[src/rtl/switch_event_gen.sv]
// Turns debounced switch levels into registered press/release pulses with optional
// hold-to-repeat, one independent three-state FSM per switch channel.
module switch_event_gen #(
  parameter int NUM_SW        = 4,
  parameter int REPEAT_DELAY  = 12500000,
  parameter int REPEAT_PERIOD = 2500000,
  parameter int CNT_W         = 24
) (
  input  logic              i_Clk,
  input  logic              i_Rst_L,
  input  logic [NUM_SW-1:0] i_Switches,
  input  logic              i_Repeat_En,
  output logic [NUM_SW-1:0] o_Press,
  output logic [NUM_SW-1:0] o_Release,
  output logic [NUM_SW-1:0] o_Held,
  output logic              o_Any_Press
);

  typedef enum logic [1:0] {
    IDLE   = 2'd0,
    DELAY  = 2'd1,
    REPEAT = 2'd2
  } state_t;

  localparam logic [CNT_W-1:0] DELAY_MAX  = CNT_W'(REPEAT_DELAY - 1);
  localparam logic [CNT_W-1:0] PERIOD_MAX = CNT_W'(REPEAT_PERIOD - 1);

  state_t           r_State [NUM_SW];
  logic [CNT_W-1:0] r_Cnt   [NUM_SW];
  logic [NUM_SW-1:0] r_Prev;
  logic             r_Armed;

  // The first edge after reset only captures the switch levels, so a switch held
  // through reset is treated as already down and never produces a press.
  always_ff @(posedge i_Clk or negedge i_Rst_L) begin
    if (!i_Rst_L) begin
      r_Armed   <= 1'b0;
      r_Prev    <= '0;
      o_Press   <= '0;
      o_Release <= '0;
      o_Held    <= '0;
      for (int i = 0; i < NUM_SW; i++) begin
        r_State[i] <= IDLE;
        r_Cnt[i]   <= '0;
      end
    end else if (!r_Armed) begin
      r_Armed   <= 1'b1;
      r_Prev    <= i_Switches;
      o_Press   <= '0;
      o_Release <= '0;
    end else begin
      r_Prev <= i_Switches;
      for (int i = 0; i < NUM_SW; i++) begin
        o_Press[i]   <= 1'b0;
        o_Release[i] <= 1'b0;
        case (r_State[i])
          IDLE: begin
            if (i_Switches[i] && !r_Prev[i]) begin
              o_Press[i] <= 1'b1;
              o_Held[i]  <= 1'b1;
              r_State[i] <= DELAY;
              r_Cnt[i]   <= '0;
            end
          end
          DELAY, REPEAT: begin
            // Release wins over a repeat pulse due on the same edge.
            if (!i_Switches[i]) begin
              o_Release[i] <= 1'b1;
              o_Held[i]    <= 1'b0;
              r_State[i]   <= IDLE;
              r_Cnt[i]     <= '0;
            end else if (!i_Repeat_En) begin
              r_Cnt[i] <= '0;
            end else if (r_Cnt[i] == ((r_State[i] == DELAY) ? DELAY_MAX : PERIOD_MAX)) begin
              o_Press[i] <= 1'b1;
              r_State[i] <= REPEAT;
              r_Cnt[i]   <= '0;
            end else begin
              r_Cnt[i] <= r_Cnt[i] + CNT_W'(1);
            end
          end
          default: begin
            o_Held[i]  <= 1'b0;
            r_State[i] <= IDLE;
            r_Cnt[i]   <= '0;
          end
        endcase
      end
    end
  end

  assign o_Any_Press = |o_Press;

endmodule
[config.mk]
export PLATFORM = sky130hd
export DESIGN_NAME = switch_event_gen
export DESIGN_NICKNAME = d
export VERILOG_FILES = /design/src/rtl/switch_event_gen.sv
export SDC_FILE = /design/constraint.sdc
export NUM_CORES = 1
export LEC_CHECK = 0
export BUFFER_PORTS_ARGS = -buffer_cell sky130_fd_sc_hd__buf_2
export CORE_ASPECT_RATIO = 0.8
export CORE_MARGIN = 4
export CORE_UTILIZATION = 44
export DETAILED_ROUTE_END_ITERATION = 10
export GPL_ROUTABILITY_DRIVEN = 1
export HOLD_SLACK_MARGIN = 0.1
export RECOVER_POWER = 100
export SYNTH_ARGS = -nofsm -noshare
export SYNTH_HDL_FRONTEND = slang
export SYNTH_SLANG_ARGS = --single-unit
[constraint.sdc]
create_clock -name i_Clk -period 2.45 [get_ports i_Clk]
set_input_delay 0.245 -clock i_Clk [delete_from_list [all_inputs] [get_ports i_Clk]]
set_output_delay 0.245 -clock i_Clk [all_outputs]
set_load 0.005 [all_outputs]
== After elaboration in Yosys (flattened, before gate mapping) ==
Cells that the tools add are included.

* Register bits: 121
* Bits of input ports: 7

* $add $sub $neg: 4
* Equal/unequal tests: 28
* Muxes and demuxes: 86
* Reductions and logical operators: 29

{| class="wikitable"
|+ Operators by type and width
! cell !! count
|-
| 2-to-1 mux 24 bit || 20
|-
| case mux 24 bit (2 select lines) || 4
|-
| adder 24 x 1 -> 24 bit (second input constant) || 4
|-
| == test 24 bit || 4
|-
| 2-to-1 mux 1 bit || 32
|-
| 2-to-1 mux 2 bit || 16
|-
| inequality test 3 bit (second input constant) || 8
|-
| inequality test 2 bit (second input constant) || 8
|-
| case mux 1 bit (2 select lines) || 8
|-
| case mux 2 bit (2 select lines) || 4
|-
| AND reduction 4 bit || 4
|-
| AND reduction 3 bit || 4
|-
| == test 2 x 1 -> 1 bit (second input constant) || 4
|-
| == test 2 bit (second input constant) || 4
|-
| logical NOT 2 bit || 4
|-
| 2-to-1 mux 4 bit || 2
|-
| AND reduction 2 bit || 4
|-
| OR reduction 2 bit || 4
|-
| logical AND 1 bit || 4
|-
| logical NOT 1 bit || 4
|-
| OR reduction 4 bit || 1
|}

== Depth between registers and ports, before layout ==
* Depth in word-level cells: 8
* Mapped depth: 9

== Worst setup path before layout ==
Ideal clock, no wire load.

* Kind: reg-to-reg
* From: reg r_State[3] in the netlist's numbering
* To: reg r_Cnt[34] in the netlist's numbering
* Library setup time: 124 ps
* Data arrival time: 2164 ps
* Required time: 2326 ps
* Slack: 162 ps
* Cell stages (with the launch flop): 9
* Clock period less this slack: 2288 ps
* Cells stage by stage: dfrtp_1 > inv_1 > ha_1 > inv_1 > or4_4 > a2111oi_4 > nor2_1 > and3_1 > a211o_1

* Longest elaborated chain between the ends: 7
* Elaborated cells between the ends (all ways): 12
* Classes of those cells: eq/ne (4); mux (5); reduce/logical (3)

{| class="wikitable"
|+ Ends and longest elaborated chain
! item !! line !! source
|-
| start, declared || 28 || <nowiki>state_t r_State [NUM_SW];</nowiki>
|-
| start signal, assigned by index || 43 || <nowiki>r_State[i] <= IDLE;</nowiki>
|-
| start signal, assigned by index || 61 || <nowiki>r_State[i] <= DELAY;</nowiki>
|-
| start signal, assigned by index || 70 || <nowiki>r_State[i] <= IDLE;</nowiki>
|-
| == test 2 x 1 -> 1 bit || 56, 74 ||
|-
| 2-to-1 mux 24 bit || 74 || <nowiki>end else if (r_Cnt[i] == ((r_State[i] == DELAY) ? DELAY_MAX : PERIOD_MAX)) begin</nowiki>
|-
| == test 24 bit || 74 ||
|-
| 2-to-1 mux 24 bit || 74 ||
|-
| 2-to-1 mux 24 bit || 72 || <nowiki>end else if (!i_Repeat_En) begin</nowiki>
|-
| 2-to-1 mux 24 bit || 67 || <nowiki>if (!i_Switches[i]) begin</nowiki>
|-
| case mux 24 bit (2 select lines) || 56 || <nowiki>case (r_State[i])</nowiki>
|-
| end signal, assigned by index || 79 || <nowiki>r_Cnt[i] <= r_Cnt[i] + CNT_W'(1);</nowiki>
|-
| end, declared || 29 || <nowiki>logic [CNT_W-1:0] r_Cnt [NUM_SW];</nowiki>
|}

Several ways; a longest one is shown, not always the timed one.
A chain may end at the register's enable or synchronous reset.

== Worst setup path in the final report ==
* From: reg r_Cnt[25] in the netlist's numbering
* To: reg r_Cnt[34] in the netlist's numbering

* Longest elaborated chain between the ends: 5
* Elaborated cells between the ends (all ways): 6
* Classes of those cells: add/sub (1); eq/ne (1); mux (4)

{| class="wikitable"
|+ Ends and longest elaborated chain
! item !! line
|-
| adder 24 x 1 -> 24 bit / == test 24 bit (equally long branches) || 79, 74
|-
| 2-to-1 mux 24 bit (*) || 74
|-
| 2-to-1 mux 24 bit (*) || 72
|-
| 2-to-1 mux 24 bit (*) || 67
|-
| case mux 24 bit (2 select lines) (*) || 56
|}

Every way passes the cells marked *; elsewhere a longest branch is shown, timed or not.

==> summary.log <==
[yosys] synthesized netlist cell count 690
[drt] number of vias in the routed layout 5208
[placed_design] global placement routability congestion 0.844
[timing] upper clock frequency limit 0.426 GHz
[die] area of the die 16800 sq um
[yosys] number of nets in the synthesized netlist 713
[timing] slew at the pin with the worst max-slew slack 0.926 ns
[worst_setup_path] type of element capturing the critical path flop
[drt] Detail Route Antenna Nets 0
[drt] number of detailed-route iterations in the first pass 5
[yosys] post-synthesis cell type with the largest combined area sky130_fd_sc_hd__dfrtp_1
[die] area of the core 14300 sq um
[timing] Period Utilization, post-route 95.8%
[drt] Wirelength per Cell 15.1 um
[worst_setup_path] cell-by-cell listing of the critical path ha_2, nand4_4, or4_4, a2111oi_4, o21a_2, nor2_2, a211o_1
[drt] number of DRC violations after detailed-routing iteration 0 419
[yosys] number of distinct library cell variants in the gate-level netlist after synthesis 65
[drt] post-route DRC violation count 0
[status] result of the run finished clean
[power] total power per unit cell area 755 nW/um^2
[hold_path] Hold Crit Class primary input to flop
[power] leakage power 0.00333 uW
[yosys] mapped cell area 6490 sq um
[die] number of top-level pins 20
[yosys] Async S/R FF share, synth 100%
[yosys] syn_area_per_cell 9.41 sq um
[yosys] yosys synthesis warning count 0
[worst_setup_path] Critical Path Source Type flop
[placed_design] number of buffers added on ports 19
[timing] Final Hold Slack 0.247 ns
[worst_setup_path] critical path start-end classification flop to flop
[die] Std-Cell Rows 39
[global_routing] remaining global-route overflow 0
[clock_network] Clock Sinks 121
[worst_setup_path] crit path max fanout 4
[timing] relative max-transition margin 38.3%
[yosys] proportion of netlist area held by the largest area contributor 46.6%
[yosys] number of synthesized flops with an enable pin 0
[global_routing] pin count of the biggest net entering global routing 52
[drt] total routed wirelength 14300 um
[die] initial cell density of the core 45.3%
[layout] Final nets 769
[global_routing] antenna violations before repair 0
[yosys] most frequently used flop master after synthesis sky130_fd_sc_hd__dfrtp_1
[yosys] post-synthesis sequential area ratio 46.6%
[clock_network] clock tree from TritonCTS yes
[clock_network] clock slew seen by the registers of the worst setup and hold paths 0.05 ns
[clock_network] cts bufs inserted 17
[layout] leading cell type in the layout, fill and taps excluded sky130_fd_sc_hd__dfrtp_1
[layout] fraction of layout cells with a size suffix above 1 12.1%
[die] die boundary width 144 um
[placed_design] DPL Wire Length 9890 um
[worst_setup_path] required time of the worst setup path 2.75 ns
[timing] worst setup skew after layout 0.00652 ns
[layout] Area growth syn-to-layout 18.4%
[timing] number of pins exceeding their max-slew limit in the final report 0
[clock_network] clk root buf sky130_fd_sc_hd__clkbuf_16
[layout] Post-Route Utilization 53.6%
[timing] setup violators final 0
[power] worst ir drop on vdd 0.000733 V
[layout] Diodes inserted 0
[layout] Filler Cells Inserted 1254
[yosys] #FFs+latches synth 121
[global_routing] global routing usage summed across all routing layers 18.3%
[timing] fin crit period 2.35 ns
[drt] number of vias per cell 5.52
[clock_network] level count of the clock H-tree 4
[timing] Hold Violations, Final 0
[worst_setup_path] delay of the slowest cell on the worst path 0.51 ns
[yosys] Synth area leaders sky130_fd_sc_hd__dfrtp_1, sky130_fd_sc_hd__xor2_1, sky130_fd_sc_hd__nor2_1
[run] max-cap viol count 0
[clock_network] clock latency reported for the late side of the worst-skew pair 0.42 ns
[layout] commonest cells after routing, fill and taps aside sky130_fd_sc_hd__dfrtp_1, sky130_fd_sc_hd__nor2_1, sky130_fd_sc_hd__nand2_1, sky130_fd_sc_hd__xor2_1
[worst_setup_path] Critical Path AT 2.65 ns
[clock_network] clk buf depth 2
[die] die outline height 117 um
[global_routing] wire length of the first global-routing pass 24500 um
[worst_setup_path] slowest stage cell on the critical path sky130_fd_sc_hd__or4_4
[global_routing] via count of the first global-routing pass 5066
-- per-layer routing --
| metal | part of all wire (%) | GRT usage, % |
|---|---|---|
| met4 | 1.4 | 6.84 |
| met1 | 49 | 25.8 |
| met3 | 4.5 | 4.18 |
| met5 | 0 | 0 |
| met2 | 45 | 27.6 |
-- worst max-delay path, delay by kind of cell, from the launching register on --
kind | cells | cell delay (ns)
and+or+nand+nor | 3 | 0.66
DFF | 1 | 0.39
AOI/OAI and AO/OA | 3 | 0.95
adders and majority gates | 1 | 0.23
-- state kept, by name, summed over array words and instances (netlist names) --
register   flops
o_Release      4
r_Armed        1
r_Cnt         96
r_State        8
r_Prev         4
o_Press        4
o_Held         4
-- repair_timing --
item,CTS,global route
hold endpoints to repair,38,0
setup endpoints to repair,1,36
resized for setup,0,16
hold buffers,5,0
cloned,0,0
setup buffers,0,2
pin swaps,1,6
-- final cells by class --
class / count / area (sq um) / share of cell area [%]
Multi-Input combinational cell: 528 / 3360 / 43.7
Sequential cell: 121 / 3030 / 39.4
Clock buffer: 24 / 472 / 6.14
Timing Repair Buffer: 56 / 373 / 4.85
Tap cell: 184 / 230 / 2.99
Clock inverter: 8 / 143 / 1.86
Inverter: 22 / 82.6 / 1.07
-- metrics by stage --
| stage | power (uW) | worst slack [ns] | setup TNS, ns | area, sq um | instances |
|---|---|---|---|---|---|
| 6_report | 5800 | 0.104 | 0 | 7690 | 943 |
| 5_1_grt | 6100 | -0.0172 | -0.103 | 7690 | 943 |
| 4_1_cts | 5820 | 0.0325 | 0 | 7640 | 941 |
| 3_5_place_dp | 3170 | 0.0170 | 0 | 6980 | 904 |
| 3_3_place_gp | 3150 | 0.0898 | 0 | 6980 | 904 |
| 2_1_floorplan | 2810 | 0.162 | 0 | 6490 | 690 |
-- worst paths after layout --
path | start | endpoint | slack (ns) | depth (start not counted)
max | r_Cnt[25]$_DFFE_PN0P_ | r_Cnt[34]$_DFFE_PN0P_ | 0.10 | 7
max reg2reg | r_Cnt[25]$_DFFE_PN0P_ | r_Cnt[34]$_DFFE_PN0P_ | 0.10 | 7
min in group asynchronous | i_Rst_L | r_Cnt[19]$_DFFE_PN0P_ | 0.50 | 2
min | i_Repeat_En | o_Press[2]$_DFF_PN0_ | 0.25 | 3
min reg2reg | o_Held[2]$_DFFE_PN0P_ | o_Held[2]$_DFFE_PN0P_ | 0.50 | 1
max in group asynchronous | i_Rst_L | r_Prev[1]$_DFF_PN0_ | 0.64 | 3
-- kinds of logic (layout without fill, tap and decap cells) --
logic type	after synthesis	after routing	synth area share, %
xor+xnor	73	73	9.85
fa+ha+maj	16	16	3.08
flops	121	121	46.6
mux	7	7	1.16
compound gates	84	84	8.71
other cells	1	1	0.0577
simple gates	347	347	27.8
buf+inv	41	110	2.70
-- cells in the mapped netlist (14+ instances only) --
| master | instances |
|---|---|
| sky130_fd_sc_hd__a21oi_1 | 14 |
| sky130_fd_sc_hd__and3_1 | 16 |
| sky130_fd_sc_hd__dfrtp_1 | 121 |
| sky130_fd_sc_hd__ha_1 | 16 |
| sky130_fd_sc_hd__inv_1 | 22 |
| sky130_fd_sc_hd__nand2_1 | 70 |
| sky130_fd_sc_hd__nand3_1 | 35 |
| sky130_fd_sc_hd__nand4_1 | 35 |
| sky130_fd_sc_hd__nor2_1 | 97 |
| sky130_fd_sc_hd__nor3_1 | 21 |
| sky130_fd_sc_hd__o21ai_0 | 29 |
| sky130_fd_sc_hd__xnor2_1 | 23 |
| sky130_fd_sc_hd__xor2_1 | 50 |
-- power breakdown --
group          internal (uW)  leakage [uW]  total, uW  switching, uW
logic                    378       0.00137        973            595
registers               2120       0.00166       2210           99.4
clock network           1750      0.000298       2620            868
Power figures use the tool's default switching activity.
